## config.mk

```make
export PLATFORM = sky130hd
export DESIGN_NAME = instr_fetch
export DESIGN_NICKNAME = d
export VERILOG_FILES = /design/src/rtl/fetch_pkg.sv /design/src/rtl/fetch_timer.sv /design/src/rtl/instr_fetch.sv
export SDC_FILE = /design/constraint.sdc
export NUM_CORES = 1
export LEC_CHECK = 0
export ABC_AREA = 0
export CORE_MARGIN = 5
export CORE_UTILIZATION = 30
export CTS_BUF_LIST = sky130_fd_sc_hd__clkbuf_16
export CTS_CLUSTER_DIAMETER = 100
export CTS_CLUSTER_SIZE = 24
export DETAILED_ROUTE_END_ITERATION = 6
export SLEW_MARGIN = 20
export SYNTH_ARGS = -nofsm -noshare
export SYNTH_HDL_FRONTEND = slang
export SYNTH_SLANG_ARGS = --single-unit
```

## constraint.sdc

```tcl
create_clock -name clk -period 4.12 [get_ports clk]
set_input_delay 0.412 -clock clk [delete_from_list [all_inputs] [get_ports clk]]
set_output_delay 0.412 -clock clk [all_outputs]
set_load 0.005 [all_outputs]
```

## src/rtl/fetch_pkg.sv

```systemverilog
// +--------------------------------------------------------------------+
// | fetch_pkg : shared types and constants for the instruction fetcher |
// | Revision  : 1.0                                                    |
// +--------------------------------------------------------------------+
`default_nettype none

package fetch_pkg;

  typedef enum logic [2:0] {
    IDLE  = 3'd0,
    REQ   = 3'd1,
    WAIT  = 3'd2,
    DONE  = 3'd3,
    FAULT = 3'd4
  } fetch_state_e;

  typedef enum logic [1:0] {
    FC_NONE     = 2'd0,
    FC_MISALIGN = 2'd1,
    FC_BUSERR   = 2'd2,
    FC_TIMEOUT  = 2'd3
  } fault_cause_e;

  // addi x0,x0,0
  localparam logic [31:0] NOP_INSTR = 32'h0000_0013;

  function automatic logic is_word_aligned(input logic [31:0] addr);
    return (addr[1:0] == 2'b00);
  endfunction

endpackage

`default_nettype wire

```

## src/rtl/fetch_timer.sv

```systemverilog
// +--------------------------------------------------------------------+
// | fetch_timer : saturating transaction timer with clear and expire   |
// | Revision    : 1.0                                                  |
// +--------------------------------------------------------------------+
`default_nettype none

module fetch_timer #(
  parameter int unsigned TIMEOUT_CYCLES = 255
) (
  input  logic clk,
  input  logic rst,
  input  logic clr_i,
  input  logic en_i,
  output logic expire_o
);

  localparam int unsigned CNT_W = (TIMEOUT_CYCLES > 0) ? $clog2(TIMEOUT_CYCLES + 1) : 1;
  localparam logic [CNT_W-1:0] CNT_MAX = CNT_W'(TIMEOUT_CYCLES);

  logic [CNT_W-1:0] count_q;
  logic [CNT_W-1:0] count_d;

  always_comb begin
    count_d = count_q;
    if (clr_i) begin
      count_d = '0;
    end else if (en_i && (count_q != CNT_MAX)) begin
      count_d = count_q + 1'b1;
    end
  end

  always_ff @(posedge clk or posedge rst) begin
    if (rst) begin
      count_q <= '0;
    end else begin
      count_q <= count_d;
    end
  end

  // Expiry fires on the last permitted cycle so the FSM can leave on that edge.
  generate
    if (TIMEOUT_CYCLES == 0) begin : g_no_timeout
      assign expire_o = 1'b0;
    end else begin : g_timeout
      localparam logic [CNT_W-1:0] CNT_LAST = CNT_W'(TIMEOUT_CYCLES - 1);
      assign expire_o = en_i && (count_q == CNT_LAST);
    end
  endgenerate

endmodule

`default_nettype wire

```

## src/rtl/instr_fetch.sv

```systemverilog
// +--------------------------------------------------------------------+
// | instr_fetch : single-word instruction fetch with fault reporting   |
// | Revision    : 1.0                                                  |
// +--------------------------------------------------------------------+
`default_nettype none

module instr_fetch #(
  parameter int unsigned TIMEOUT_CYCLES = 255,
  parameter logic [31:0] NOP_INSTR      = fetch_pkg::NOP_INSTR
) (
  input  logic        clk,
  input  logic        rst,
  input  logic        fetch_start_i,
  input  logic [31:0] pc_i,
  output logic        imem_req_o,
  output logic [31:0] imem_addr_o,
  input  logic        imem_gnt_i,
  input  logic        imem_rvalid_i,
  input  logic [31:0] imem_rdata_i,
  input  logic        imem_err_i,
  output logic [31:0] ir_o,
  output logic [31:0] ir_pc_o,
  output logic [31:0] pc_next_o,
  output logic        pc_ld_o,
  output logic        fetch_done_o,
  output logic        fetch_fault_o,
  output logic [1:0]  fault_cause_o,
  output logic        busy_o
);

  import fetch_pkg::*;

  fetch_state_e state_q, state_d;
  fault_cause_e cause_q, cause_d;
  logic [31:0]  addr_q, addr_d;
  logic [31:0]  ir_q, ir_d;
  logic [31:0]  ir_pc_q, ir_pc_d;

  logic timer_clr;
  logic timer_en;
  logic timer_expire;
  logic resp_valid;

  assign timer_en   = (state_q == REQ) || (state_q == WAIT);
  // A zero-latency response in REQ is treated exactly like one seen in WAIT.
  assign resp_valid = imem_rvalid_i &&
                      (((state_q == REQ) && imem_gnt_i) || (state_q == WAIT));

  always_comb begin
    state_d   = state_q;
    cause_d   = cause_q;
    addr_d    = addr_q;
    ir_d      = ir_q;
    ir_pc_d   = ir_pc_q;
    timer_clr = 1'b0;
    case (state_q)
      IDLE: begin
        if (fetch_start_i) begin
          cause_d = FC_NONE;
          if (!is_word_aligned(pc_i)) begin
            cause_d = FC_MISALIGN;
            state_d = FAULT;
          end else begin
            addr_d    = pc_i;
            timer_clr = 1'b1;
            state_d   = REQ;
          end
        end
      end
      REQ, WAIT: begin
        if (resp_valid) begin
          if (imem_err_i) begin
            cause_d = FC_BUSERR;
            state_d = FAULT;
          end else begin
            ir_d    = imem_rdata_i;
            ir_pc_d = addr_q;
            state_d = DONE;
          end
        end else if (timer_expire) begin
          cause_d = FC_TIMEOUT;
          state_d = FAULT;
        end else if ((state_q == REQ) && imem_gnt_i) begin
          state_d = WAIT;
        end
      end
      DONE:    state_d = IDLE;
      FAULT:   state_d = IDLE;
      default: state_d = IDLE;
    endcase
  end

  always_ff @(posedge clk or posedge rst) begin
    if (rst) begin
      state_q <= IDLE;
      cause_q <= FC_NONE;
      addr_q  <= 32'h0;
      ir_q    <= NOP_INSTR;
      ir_pc_q <= 32'h0;
    end else begin
      state_q <= state_d;
      cause_q <= cause_d;
      addr_q  <= addr_d;
      ir_q    <= ir_d;
      ir_pc_q <= ir_pc_d;
    end
  end

  fetch_timer #(
    .TIMEOUT_CYCLES(TIMEOUT_CYCLES)
  ) u_timer (
    .clk      (clk),
    .rst      (rst),
    .clr_i    (timer_clr),
    .en_i     (timer_en),
    .expire_o (timer_expire)
  );

  // Strobes decode straight from state so a reset drops them without a clock.
  assign imem_req_o    = (state_q == REQ);
  assign imem_addr_o   = addr_q;
  assign ir_o          = ir_q;
  assign ir_pc_o       = ir_pc_q;
  assign pc_next_o     = ir_pc_q + 32'd4;
  assign pc_ld_o       = (state_q == DONE);
  assign fetch_done_o  = (state_q == DONE);
  assign fetch_fault_o = (state_q == FAULT);
  assign fault_cause_o = cause_q;
  assign busy_o        = (state_q != IDLE);

endmodule

`default_nettype wire

```

# Word-level counts from Yosys, hierarchy flattened
# Cells that the tools add are included.
# totals
register_bits	109
inputBits	70
out_inout_bits	135
elab_cells	53
# classes
addsub	2
n_eq_ne	10
n_mux	18
bitwise	1
n_reduce_logical	16
# op_table
operator	n
adder 32 x 3 -> 32 bit, second input constant	1
two-way mux 3 bit	6
two-way mux 8 bit	2
adder 8 x 1 -> 8 bit, second input constant	1
equality test 8 bit, second input constant	1
two-way mux 2 bit	4
inequality test 8 bit, second input constant	1
equality test 3 x 2 -> 1 bit, second input constant	2
inequality test 3 bit, second input constant	2
case mux 3 bit (2 select lines)	1
AND reduction 3 bit	2
logical AND 1 bit	4
two-way mux 1 bit	4
inequality test 4 bit, second input constant	1
case mux 2 bit (2 select lines)	1
AND reduction 4 bit	1
nonzero test 2 bit	2
equality test 3 x 1 -> 1 bit, second input constant	1
equality test 3 bit, second input constant	1
zero test 3 bit	1
nonzero test 3 bit	1
zero test 2 bit	1
logical OR 1 bit	2
inequality test 2 bit, second input constant	1
3 further kinds	3

# Longest topological paths before layout
# Gate-level depths: netlist (run 1).
# logic_depth
word_depth	6
depth_mapped	7
depth_no_buf	6

# Cells and area by module
# A second synthesis (run 1) with hierarchy kept.
# unflattened
cells_unflattened	399
area_unflattened_um2	5012.3
# modules_own_cells
module	n_inst	cells_each	area_per_inst_um2	seq_area_each_um2
instr_fetch	1	349	4569.4	2531.2
fetch_timer	1	50	442.9	200.2

# Worst setup path before layout (run 1)
# Ideal clock, no wire load.
# synth_timing
path_kind	register to output
from	reg ir_pc_q[9] (netlist: ir_pc_o[9])
to	out pc_next_o[27]
arrival_time_ns	1.547
required_ns	3.708
slack_ns	2.161
stages_incl_launch_ff	5
path_buffers	0
path_cell_list	dfrtp_1 > nand4_1 > nor4_2 > nand4_1 > xnor2_1
# synth_via
elab_chain_cells	1
# synth_lines
item	line	text
start, declared	instr_fetch.sv:37	logic [31:0] ir_pc_q, ir_pc_d;
start signal, assigned	instr_fetch.sv:105	ir_pc_q <= ir_pc_d;
adder 32 x 3 -> 32 bit	instr_fetch.sv:124	assign pc_next_o = ir_pc_q + 32'd4;
end, declared	instr_fetch.sv:23	output logic [31:0] pc_next_o,
# Every way passes these cells.

# Worst setup path after layout (run 1)
# layout_timing
from	reg ir_pc_q[9] (netlist: ir_pc_o[9])
to	out pc_next_o[19]
# The elaborated chain is that of the path after synthesis.

==> results_dict.tcl, run 1 <==
set metrics [dict create \
    ant_nets 0 \
    grt_pass1_wl_um 23320 \
    gp_congestion 0.8123 \
    clk_pin_slew_ps 80 \
    dpl.hpwl_um 10780 \
    die_y_um 138.1 \
    worst_setup_path_start_kind "flip-flop" \
    crit_fanout 8 \
    nNetsFinal 660 \
    dp_slack_ps 1068 \
    p_leak_nw 3.004 \
    worstReg2RegEnd "imem_addr_o[14]$_DFFE_PP0P_" \
    ir_drop_mv 0.3362 \
    finalCritPeriodShare_pct 82.17 \
    yosysSeqAreaShare_pct 55.46 \
    setup.worst_path.start "ir_pc_o[9]$_DFFE_PP0P_" \
    final.setup.worst_slack_ps 734.5 \
    maxSlewViolCount 0 \
    antenna_found_initial 0 \
    vias 3840 \
    rsz0062_at_grt "no" \
    regToRegSetupSlack_ps 1640 \
    yosysTopAreaCellShare_pct 53.86 \
    io-pin-count 205 \
    portBuffers 204 \
    synth-async-reset-ratio_pct 100.0 \
    synth_fp_nets 459 \
    power_w 0.005376 \
    grt_pass1_vias 4067 \
    via_per_inst 4.752 \
    cts_setup_buffers 0 \
    drc 0 \
    ff2ff_path_depth 3 \
    cts-root-buf "clkbuf_16" \
    fp.dieArea_um2 19080 \
    post_cts_resized 0 \
    crit_required_ps 3710 \
    critPathArrivalTime_ps 2970 \
    final_layout_size_suffix_gt1_share_pct 20.44 \
    setup_viol 0 \
    cts_tree "yes" \
    core_area_um2 16000 \
    worst_pin_slew_ps 975.0 \
    avgSynthCellArea_um2 12.76 \
    first_pass_iters 4 \
    grt-ovfl-total 0 \
    synthTopCellsByArea "dfrtp_1, mux2_2, xnor2_1" \
    fmax_ghz 0.2954 \
    first_iter_violations 193 \
    die-width_um 138.1 \
    grt_max_degree 76 \
    clock_skew_ps 7.903 \
    cts_sinks 109 \
    min_period_ps 3386 \
    setup_tns_ps 0 \
    ctsLongestPathBuffers 2 \
    routed_wl_um 14230 \
    drv_cap 0 \
    initial_core_util_pct 30.78 \
    diodes 0 \
    synth_edf_count 0 \
    power_density_nw_per_um2 717.9 \
    wl_per_cell_um 17.61 \
    yosys.area.top_type "dfrtp_1" \
    num_rows 46 \
    cp-endpoint "pc_next_o[19]" \
    synth_seq_cells 109 \
    grt_util_all_layers_pct 14.98 \
    synth.distinct_cells 41 \
    clk_latency_ps 350 \
    status "completed" \
    critPathKind "reg2out" \
    netlist_area_um2 4925 \
    ys.warnings.count 0 \
    slew_headroom_pct 34.93 \
    whs_ps 505.1 \
    ctsHoldBuffers 0 \
    end_kind "output port" \
    htree_levels 3 \
    ys.flop_type "dfrtp_1" \
    hold_viol_final 0 \
    cts_inserted_buffers 9 \
    r2r-start "state_q[0]$_DFFE_PP0P_" \
    worst_hold_path_type "reg2reg" \
    syn_inst 386 \
    syn_to_final_growth_pct 52.06 \
    final_common_cell "clkdlybuf4s50_1" \
    final_cell_mix "clkdlybuf4s50_1, dfrtp_1, mux2_2" \
]
registers in the layout, indices dropped and copies added, names as in the netlist:
signal,cells
u_timer.count_q,8
fault_cause_o,2
ir_pc_o,32
ir_o,32
state_q,3
imem_addr_o,32
synthesized netlist by cell type (all sizes together) (2+ instances only):
cell type and count:
or2 3, inv 12, nand3 16, o211ai 4, and4 7, clkbuf 3, dfstp 3, nand4 8
a21oi 6, and2 3, o31ai 2, or4 4, a31oi 2, nor3 5, nand2 18, mux2i 2
o21ai 10, nor4 6, ha 3, o21a 2, xnor2 21, nor2b 2, nor2 12, o41ai 2
dfrtp 106, mux2 92, and3 3, xor2 8, buf 14
critical path, stage by stage (launching register included):
cell and delay (ps):
dfrtp_1 480, nand4_1 280, nor4_2 910, nand3_1 210, xnor2_1 210, clkdlybuf4s50_1 530
layout make-up:
| type | instances | area, um^2 |
|---|---|---|
| Fill cell | 1521 | 8512 |
| Sequential cell | 109 | 2731 |
| Timing Repair Buffer | 207 | 2077 |
| Multi-Input combinational cell | 248 | 2066 |
| Tap cell | 216 | 270.3 |
| Clock buffer | 9 | 225.2 |
| Clock inverter | 7 | 71.32 |
| Inverter | 12 | 47.55 |
how the worst min path moves through the flow:
stage                                            start                      endpoint  slack, ps  depth (start not counted)
final                       imem_addr_o[0]$_DFFE_PP0P_    imem_addr_o[0]$_DFFE_PP0P_        510                          1
after detailed placement    imem_addr_o[0]$_DFFE_PP0P_    imem_addr_o[0]$_DFFE_PP0P_        490                          1
after global routing              ir_o[10]$_DFFE_PP0P_          ir_o[10]$_DFFE_PP0P_        530                          1
after CTS                   imem_addr_o[0]$_DFFE_PP0P_    imem_addr_o[0]$_DFFE_PP0P_        510                          1
after floorplan           fault_cause_o[1]$_DFFE_PP0P_  fault_cause_o[1]$_DFFE_PP0P_        470                          2
after global placement            ir_o[30]$_DFFE_PP0P_          ir_o[30]$_DFFE_PP0P_        490                          1
cells by family after synthesis:
| group | Yosys count | synth area share (%) |
|---|---|---|
| muxes | 94 | 21.44 |
| AOI/OAI and AO/OA | 33 | 4.319 |
| DFF | 109 | 55.46 |
| and+or+nand+nor | 89 | 10.14 |
| adders and majority gates | 3 | 0.7623 |
| xor gates and xnor gates | 29 | 5.158 |
| buffers and inverters | 29 | 2.718 |
stage by stage:
stage	utilization, %	instances	instance area, um^2
final	46.80	808	7488
after global routing	46.80	808	7488
after CTS	46.80	808	7488
after detailed placement	44.95	792	7192
after global placement	44.95	792	7192
after floorplan	-	386	4925
power by group:
| group | leakage (nW) | internal, W | switching (W) |
|---|---|---|---|
| Combinational | 1.53 | 0.00163 | 0.000782 |
| Clock | 0.140 | 0.000473 | 0.000406 |
| Sequential | 1.34 | 0.00158 | 0.000506 |
| Total | 3.00 | 0.00368 | 0.00169 |
per-layer routing:
layer  part of all wire (%)  wire length [um]  GRT usage (%)  vias up
li1                       -                 -              -     1779
met1                     42              6045          18.32     1908
met2                     48              6902          24.64      143
met3                    7.9              1119          6.034       10
met4                    1.2               165          4.004        0
met5                      0                 0              0        -
No activity file was read; power rests on OpenSTA's default activity.
==> run 2: changes to the inputs <==
==> constraint.sdc (replaced) <==
create_clock -name clk -period 3.46 [get_ports clk]
set_input_delay 0.346 -clock clk [delete_from_list [all_inputs] [get_ports clk]]
set_output_delay 0.346 -clock clk [all_outputs]
set_load 0.005 [all_outputs]
==> results_dict.tcl, run 2 (synthesis results as in run 1) <==
set metrics [dict create \
    cts_sinks 109 \
    crit_required_ps 3110 \
    power_w 0.006382 \
    worst_hold_path_type "in2async" \
    htree_levels 3 \
    cts_inserted_buffers 9 \
    vias 3876 \
    grt_util_all_layers_pct 14.98 \
    ctsHoldBuffers 0 \
    ctsLongestPathBuffers 2 \
    routed_wl_um 14360 \
    critPathKind "reg2out" \
    final_cell_mix "clkdlybuf4s50_1, dfrtp_1, mux2_2" \
    via_per_inst 4.791 \
    fp.dieArea_um2 19080 \
    initial_core_util_pct 30.78 \
    final_layout_size_suffix_gt1_share_pct 20.74 \
    critPathArrivalTime_ps 2840 \
    cp_cell_sequence "nand4_1 -> nor4_2 -> nand3_1 -> xnor2_1 -> clkdlybuf4s50_1" \
    fmax_ghz 0.3140 \
    ff2ff_path_depth 4 \
    dpl.hpwl_um 10780 \
    nNetsFinal 661 \
    worstReg2RegEnd "ir_pc_o[11]$_DFFE_PP0P_" \
    grt_pass1_wl_um 23100 \
    first_pass_iters 4 \
    drc 0 \
    regToRegSetupSlack_ps 1240 \
    r2r-start "state_q[1]$_DFFE_PP0P_" \
    num_rows 46 \
    hold_viol_final 0 \
    regArea_um2 2731 \
    status "completed" \
    power_density_nw_per_um2 850.3 \
    finalCritPeriodShare_pct 92.05 \
    cts_tree "yes" \
    syn_to_final_growth_pct 52.39 \
    first_iter_violations 172 \
    cts-root-buf "clkbuf_16" \
    antenna_found_initial 0 \
    ant_nets 0 \
    diodes 0 \
    gp_congestion 0.8455 \
    multi_input_area_um2 2066 \
    grt_max_degree 63 \
    final_common_cell "clkdlybuf4s50_1" \
    cpPeakStageDelay_ps 830 \
    wl_per_cell_um 17.75 \
    drv_cap 0 \
    ir_drop_mv 0.4357 \
    maxSlewViolCount 0 \
    worst_pin_slew_ps 844.3 \
    setup_viol 0 \
    post_cts_resized 0 \
    core_area_um2 16000 \
    clk_latency_ps 360 \
    slew_headroom_pct 43.24 \
    cts_setup_buffers 0 \
    grt_pass1_vias 4067 \
    min_period_ps 3185 \
    die-width_um 138.1 \
    crit_fanout 7 \
    rsz0062_at_grt "no" \
    clk_pin_slew_ps 80 \
    p_leak_nw 3.019 \
    end_kind "output port" \
    fill_cells 1495 \
    io-pin-count 205 \
    die_y_um 138.1 \
    setup_tns_ps 0 \
    grt-ovfl-total 0 \
    clock_skew_ps 11.19 \
    cp_slowest_cell "nor4_2" \
    worst_setup_path_start_kind "flip-flop" \
    portBuffers 204 \
]
-- run 2: changes by cell type in the layout (fill, tap and decap cells not counted), sizes merged --
cell,before,now
clkinvlp,2,0
buf,3,4
bufinv,1,0
clkinv,2,4
inv,14,15
-- run 2: worst max-delay path by stage --
stage,startpoint,end,slack (ps),cells after the start
floorplan,rst,fault_cause_o[0]$_DFFE_PP0P_,250,1
global placement,ir_pc_o[9]$_DFFE_PP0P_,pc_next_o[30],700,5
detailed placement,ir_pc_o[10]$_DFFE_PP0P_,pc_next_o[30],610,5
CTS,ir_pc_o[10]$_DFFE_PP0P_,pc_next_o[22],220,5
global route,ir_pc_o[2]$_DFFE_PP0P_,pc_next_o[24],40,6
finish,ir_pc_o[10]$_DFFE_PP0P_,pc_next_o[26],280,5
-- run 2: layer usage --
metal / global-route usage [%] / routed length [um] / vias up
li1: - / - / 1780
met1: 18.15 / 5898 / 1939
met3: 7.345 / 1295 / 10
met4: 2.808 / 132 / 0
met2: 24.49 / 7034 / 147
met5: 0 / 0 / -
-- run 2: per-stage QoR --
stage	cells	setup slack [ps]	area, um^2	hold slack (ps)	util, %
2_1_floorplan	386	245.0	4925	467.9	-
3_3_place_gp	793	696.2	7212	477.1	45.07
3_5_place_dp	793	613.0	7212	494.9	45.07
4_1_cts	809	218.1	7505	514.4	46.90
5_1_grt	809	39.25	7505	529.2	46.90
6_report	809	275.2	7505	500.3	46.90
-- run 2: critical path, delay by kind of cell (launching register included) --
kind,cells,cell delay (ps)
AND/OR/NAND/NOR,3,1290
buffers and inverters,1,530
flip-flops,1,460
XOR/XNOR,1,200
-- run 2: layout make-up --
type / instances / share of cell area [%]
sequential: 109 / 36.40
timing repair buffer: 208 / 27.94
multi-input combinational: 248 / 27.53
tap: 216 / 3.601
clock buffer: 9 / 3.001
clock inverter: 7 / 0.9003
inverter: 12 / 0.6335
-- run 2: where the power goes --
part           leakage (nW)  switching, W  internal, W
logic                  1.54      0.000936      0.00194
registers              1.34      0.000596      0.00188
clock network         0.145      0.000520     0.000507
total                  3.02       0.00205      0.00433
